File: src/rtl/sock_feed_sequencer.sv
// -----------------------------------------------------------------------------
// sock_feed_sequencer
//
// Initiator side of the sock-counter interface. Takes packing orders
// (product type, size code, number of packs) from the order panel and drives
// the PH/SR/T/PLS stimulus bus shared by the per-product pack counters.
//
// Each pack is one gap-free burst of SOCKS_PER_PACK stimulus cycles. After a
// burst the sequencer waits for the CO pulse of the selected counter. It then
// leaves one idle cycle so the counter can return to 000 before the next
// burst starts. Progress is reported on packs_done and done. Faults are
// reported on the sticky err flag.
//
// Optional feature (compile-time macro SOCK_WDT_EN):
//   defined   - WAIT gives up after CO_TIMEOUT cycles without co_in. It then
//               raises err and returns to IDLE without a done pulse, and
//               packs_done keeps its value.
//   undefined - WAIT waits for co_in indefinitely; CO_TIMEOUT is only
//               range-checked.
//
// Handshake: an order transfers on a rising clk edge where ord_valid and
// ord_ready are both high. ord_ready is high only in IDLE. An order offered
// while busy is not taken and is not queued. A zero-quantity order is
// consumed but rejected: err is set and the FSM stays in IDLE.
//
// Ports
//   clk          in   1      clock, rising edge
//   reset        in   1      asynchronous, active-high
//   ord_valid    in   1      order request, qualified with ord_ready
//   ord_type     in   3      product type, forwarded on T
//   ord_size     in   2      size code, forwarded on PLS
//   ord_qty      in   QTY_W  number of packs (0 = reject)
//   ord_ready    out  1      high only in IDLE
//   PH           out  1      part-present strobe to counters
//   SR           out  1      sensor-ready strobe to counters
//   T            out  3      product type to counters
//   PLS          out  2      size code to counters
//   co_in        in   1      CO from the counter matching the current order
//   busy         out  1      high in every state except IDLE
//   packs_done   out  QTY_W  packs acknowledged for the current order
//   done         out  1      one-cycle pulse when the last pack is acknowledged
//   err          out  1      sticky fault flag, cleared by the next accepted order
// -----------------------------------------------------------------------------
module sock_feed_sequencer #(
    parameter int SOCKS_PER_PACK = 3,
    parameter int QTY_W          = 4,
    parameter int CO_TIMEOUT     = 8
) (
    input  logic             clk,
    input  logic             reset,
    input  logic             ord_valid,
    input  logic [2:0]       ord_type,
    input  logic [1:0]       ord_size,
    input  logic [QTY_W-1:0] ord_qty,
    output logic             ord_ready,
    output logic             PH,
    output logic             SR,
    output logic [2:0]       T,
    output logic [1:0]       PLS,
    input  logic             co_in,
    output logic             busy,
    output logic [QTY_W-1:0] packs_done,
    output logic             done,
    output logic             err
);

    // Beat counter width: enough to hold SOCKS_PER_PACK-1.
    localparam int BEAT_W = (SOCKS_PER_PACK > 1) ? $clog2(SOCKS_PER_PACK) : 1;
    localparam logic [BEAT_W-1:0] LAST_BEAT = BEAT_W'(SOCKS_PER_PACK - 1);
    localparam logic [QTY_W-1:0]  QTY_ONE   = QTY_W'(1);

    // Reject configurations that cannot describe a real burst or timeout.
    if (SOCKS_PER_PACK < 1 || QTY_W < 1 || CO_TIMEOUT < 1) begin : g_bad_params
        $error("sock_feed_sequencer: SOCKS_PER_PACK, QTY_W and CO_TIMEOUT must be >= 1");
    end

    typedef enum logic [1:0] {
        S_IDLE = 2'd0,
        S_FEED = 2'd1,
        S_WAIT = 2'd2,
        S_GAP  = 2'd3
    } state_t;

    state_t            state;
    logic [QTY_W-1:0]  qty;       // packs requested by the order in progress
    logic [BEAT_W-1:0] beat;      // stimulus cycles already issued in this burst

`ifdef SOCK_WDT_EN
    localparam int WAIT_W = (CO_TIMEOUT > 1) ? $clog2(CO_TIMEOUT) : 1;
    localparam logic [WAIT_W-1:0] WAIT_LAST = WAIT_W'(CO_TIMEOUT - 1);

    logic [WAIT_W-1:0] wait_cnt;  // WAIT cycles already spent without co_in
`endif

    // Single FSM block. Every output is a register, so the counters see a
    // glitch-free bus. All outputs go to their idle values as soon as reset
    // is asserted.
    always_ff @(posedge clk or posedge reset) begin
        if (reset) begin
            state      <= S_IDLE;
            qty        <= '0;
            beat       <= '0;
            ord_ready  <= 1'b1;
            PH         <= 1'b0;
            SR         <= 1'b0;
            T          <= 3'd0;
            PLS        <= 2'd0;
            busy       <= 1'b0;
            packs_done <= '0;
            done       <= 1'b0;
            err        <= 1'b0;
`ifdef SOCK_WDT_EN
            wait_cnt   <= '0;
`endif
        end else begin
            // done is a pulse and is only re-asserted on the completing edge.
            done <= 1'b0;

            case (state)
                S_IDLE: begin
                    if (ord_valid) begin
                        if (ord_qty != '0) begin
                            qty        <= ord_qty;
                            T          <= ord_type;
                            PLS        <= ord_size;
                            packs_done <= '0;
                            err        <= 1'b0;
                            beat       <= '0;
                            PH         <= 1'b1;
                            SR         <= 1'b1;
                            busy       <= 1'b1;
                            ord_ready  <= 1'b0;
                            state      <= S_FEED;
                        end else begin
                            // Empty order: consumed, flagged, nothing driven.
                            err <= 1'b1;
                        end
                    end
                end

                S_FEED: begin
                    if (beat == LAST_BEAT) begin
                        // This cycle is the last stimulus cycle of the burst.
                        PH    <= 1'b0;
                        SR    <= 1'b0;
                        state <= S_WAIT;
`ifdef SOCK_WDT_EN
                        wait_cnt <= '0;
`endif
                    end else begin
                        beat <= beat + 1'b1;
                    end
                end

                S_WAIT: begin
                    if (co_in) begin
                        packs_done <= packs_done + QTY_ONE;
                        if ((packs_done + QTY_ONE) == qty) begin
                            // The last pack is acknowledged. Release the bus
                            // and return to IDLE.
                            done      <= 1'b1;
                            busy      <= 1'b0;
                            ord_ready <= 1'b1;
                            T         <= 3'd0;
                            PLS       <= 2'd0;
                            state     <= S_IDLE;
                        end else begin
                            state <= S_GAP;
                        end
                    end
`ifdef SOCK_WDT_EN
                    else if (wait_cnt == WAIT_LAST) begin
                        // The counter never answered. Abandon the order and
                        // keep packs_done as it is.
                        err       <= 1'b1;
                        busy      <= 1'b0;
                        ord_ready <= 1'b1;
                        T         <= 3'd0;
                        PLS       <= 2'd0;
                        state     <= S_IDLE;
                    end else begin
                        wait_cnt <= wait_cnt + 1'b1;
                    end
`endif
                end

                S_GAP: begin
                    // One quiet cycle lets the counter return from 111 to 000.
                    // After it, the next burst starts.
                    beat  <= '0;
                    PH    <= 1'b1;
                    SR    <= 1'b1;
                    state <= S_FEED;
                end

                default: begin
                    state <= S_IDLE;
                end
            endcase

            // A CO pulse outside WAIT is a counter fault. It is flagged and has
            // no other effect. It overrides the err clear of an order accepted
            // on the same edge, so the fault is not lost.
            if (co_in && (state != S_WAIT)) begin
                err <= 1'b1;
            end
        end
    end

endmodule

File: config.mk
export PLATFORM = sky130hd
export DESIGN_NAME = sock_feed_sequencer
export DESIGN_NICKNAME = d
export VERILOG_FILES = /design/src/rtl/sock_feed_sequencer.sv
export SDC_FILE = /design/constraint.sdc
export NUM_CORES = 1
export LEC_CHECK = 0
export CORE_MARGIN = 2
export CORE_UTILIZATION = 46
export CTS_CLUSTER_DIAMETER = 100
export DETAILED_ROUTE_END_ITERATION = 8
export PLACE_DENSITY_LB_ADDON = 0.05
export SLEW_MARGIN = 20
export SYNTH_ARGS = -nofsm -noshare
export SYNTH_HDL_FRONTEND = slang
export SYNTH_SLANG_ARGS = --single-unit
File: constraint.sdc
create_clock -name clk -period 2.2 [get_ports clk]
set_clock_uncertainty 0.1 [all_clocks]
set_input_delay 0.44 -clock clk [delete_from_list [all_inputs] [get_ports clk]]
set_output_delay 0.44 -clock clk [all_outputs]
set_load 0.05 [all_outputs]
==> results.cfg <==
[outcome]
outcome = finished clean

[timing]
hold_violations = 0
grt_setup_unrepaired = false
finalCritPeriodShare_pct = 96.8
max_freq_mhz = 469
finalCriticalPeriod_ps = 2130
tightest_slew_ps = 538
finalSetupTns_ps = 0
whs_ps = 340
setup_ws_ps = 69.6
slew_violations = 0
slew_headroom_pct = 63.9
setup_viol = 0

[floorplanning]
die_w_um = 55.4
rows = 18
dieArea_mm2 = 0.00307
core_area_mm2 = 0.00250
initial_utilization_pct = 48.6
io_pins = 28
die_y_um = 55.4

[setup_path]
end_kind = primary output
arrival_ps = 1590
critPathLaunchType = flip-flop
crit_buf_inv = 1
crit_fanout = 5
cp.required_ps = 1660
crit_path_max_incr_delay_ps = 830
cpLargestDelayFamily = buffers and inverters
slowest_stage = clkdlybuf4s50_1
cp_cell_sequence = clkdlybuf4s50_1
crit_type = reg2out

[power_and_ir_drop]
ir_drop_mv = 0.931
leakage_uw = 0.000753
power.density_mw_per_mm2 = 1380

[synth]
synth_warnings = 0
netlist-cell-type-count = 41
synth_seq_cells = 22
syn-cell-area_mm2 = 0.00122
syn_area_per_cell_um2 = 10.4
synthCells = 117
synth_fp_nets = 136
synth-seq-area-share_pct = 45.4

[grt]
grt_overflow = 0
grt_pass1_wl_um = 4530
grt_max_degree = 23
antenna_found_initial = 0
grt_use_total_pct = 18.4
first_global_vias = 1002

[cells_and_area]
layout_commonest_cell = clkdlybuf4s50_1
mostFrequentLayoutCells = clkdlybuf4s50_1 (24), dfrtp_1 (21), nand2_1 (13), buf_4 (13), o21ai_0 (12)
fin_area_mm2 = 0.00163
area_delta_synth_final_pct = 34.0
drive_above_1_share_pct = 17.3
nNetsFinal = 176
num_antenna_cells = 0

[detailed_routing]
via_per_inst = 5.40
wl_per_cell_um = 14.3
ant_nets = 0
first_iter_violations = 26
drt_wl_total_um = 2660
drc = 0
via_count = 1004
dr.pass1.iters = 4

[cts]
root_buffer = clkbuf_4
cts_buffers = 3
htree_num_levels = 1
clk_pin_slew_ps = 140
cts.path.max_buffers = 2
cts_setup_buffers = 0
cts_tree = built
clock_sinks = 22
clock_latency_ps = 320

[place]
portBuffers = 27
place_congestion = 0.765
place_area_mm2 = 0.00158
place_hpwl_um = 1970
pre_cts_ws_ps = -87.7

[run]
maxCapViolations = 0

[hold_path]
hold_class = in2async
cells in the mapped netlist, drive strengths merged:
library cell / n / area, um2
a21oi: 1 / 5.00
o21ai: 14 / 73.8
a2111oi: 1 / 8.76
dfstp: 1 / 26.3
a211o: 1 / 8.76
ha: 6 / 75.1
o2bb2ai: 2 / 17.5
clkbuf: 1 / 3.75
nor2: 4 / 17.5
xnor2: 2 / 17.5
nand2b: 1 / 6.26
a222oi: 1 / 10.0
buf: 2 / 12.5
o32ai: 1 / 8.76
nand3: 2 / 10.0
dlymetal6s2s: 1 / 12.5
nor3: 4 / 20.0
xor3: 1 / 23.8
a21o: 2 / 16.3
or3: 1 / 6.26
o41ai: 3 / 45.1
inv: 8 / 30.0
nand2: 13 / 48.8
nor2b: 1 / 6.26
nor3b: 2 / 15.0
dfrtp: 21 / 526
a22oi: 6 / 45.0
or2: 1 / 6.26
and2: 3 / 20.0
mux2: 1 / 11.3
mux2i: 1 / 10.0
a22o: 6 / 55.1
xor2: 2 / 17.5
layout make-up:
| cell class | count | area, um2 |
|---|---|---|
| sequential | 22 | 552 |
| inverter | 8 | 30.0 |
| timing repair buffer | 39 | 363 |
| tap | 30 | 37.5 |
| fill | 214 | 871 |
| clock buffer | 4 | 36.3 |
| multi-input combinational | 83 | 611 |
worst paths after layout:
path / slack, ps / startpoint / end / cells past startpoint
hold reg to reg: 390 / ord_ready / ord_ready / 2
hold / removal: 340 / reset / err / 3
setup / recovery: 70 / packs_done[2] / packs_done[2] / 1
max in group asynchronous: 1380 / reset / ord_ready / 3
setup reg to reg: 200 / packs_done[1] / PLS[0] / 5
min in group clk: 390 / ord_ready / ord_ready / 2
logic make-up (layout without fill, tap and decap cells):
kind of cell,Yosys count,after routing,synth area share (%)
AO/OA/AOI/OAI,38,38,24.2
XOR/XNOR,5,5,4.84
adder cells (fa/ha/maj),6,6,6.17
buffers and inverters,12,51,4.83
flip-flops,22,22,45.4
multiplexers,2,2,1.75
AND/OR/NAND/NOR,32,32,12.9
what timing repair did:
action | CTS | global route
endpoints found under the setup margin | 0 | 6
resized for setup | 0 | 3
endpoints found under the hold margin | 0 | 0
hold buffers | 0 | 0
where the power goes:
group | switching [uW] | internal (uW) | leakage [uW] | total (uW)
combinational | 783 | 548 | 0.000461 | 1330
sequential | 118 | 562 | 0.000271 | 680
clock | 136 | 101 | 0.0000210 | 237
total | 1040 | 1210 | 0.000753 | 2250
state kept, by name (all words and copies together) (netlist names):
register and count:
T 3, done 1, err 1, state 2
PLS 2, SR 1, packs_done 4, busy 1
beat 2, ord_ready 1, qty 4
per-stage QoR:
step                      util, %  power (uW)  cells
after floorplan                 -        1610    117
after global placement       63.3        1970    182
after detailed placement     63.3        2010    182
after CTS                    64.8        2250    186
after global routing         65.2        2400    186
final                        65.2        2250    186
layer usage:
| metal | global-route usage [%] | up-vias | part of all wire [%] |
|---|---|---|---|
| met5 | 0 | - | 0 |
| met4 | 7.32 | 0 | 1.5 |
| met3 | 3.04 | 5 | 3.4 |
| met2 | 28.6 | 21 | 45 |
| met1 | 25.7 | 475 | 50 |
| li1 | - | 503 | - |
No activity file was read; power rests on OpenSTA's default activity.
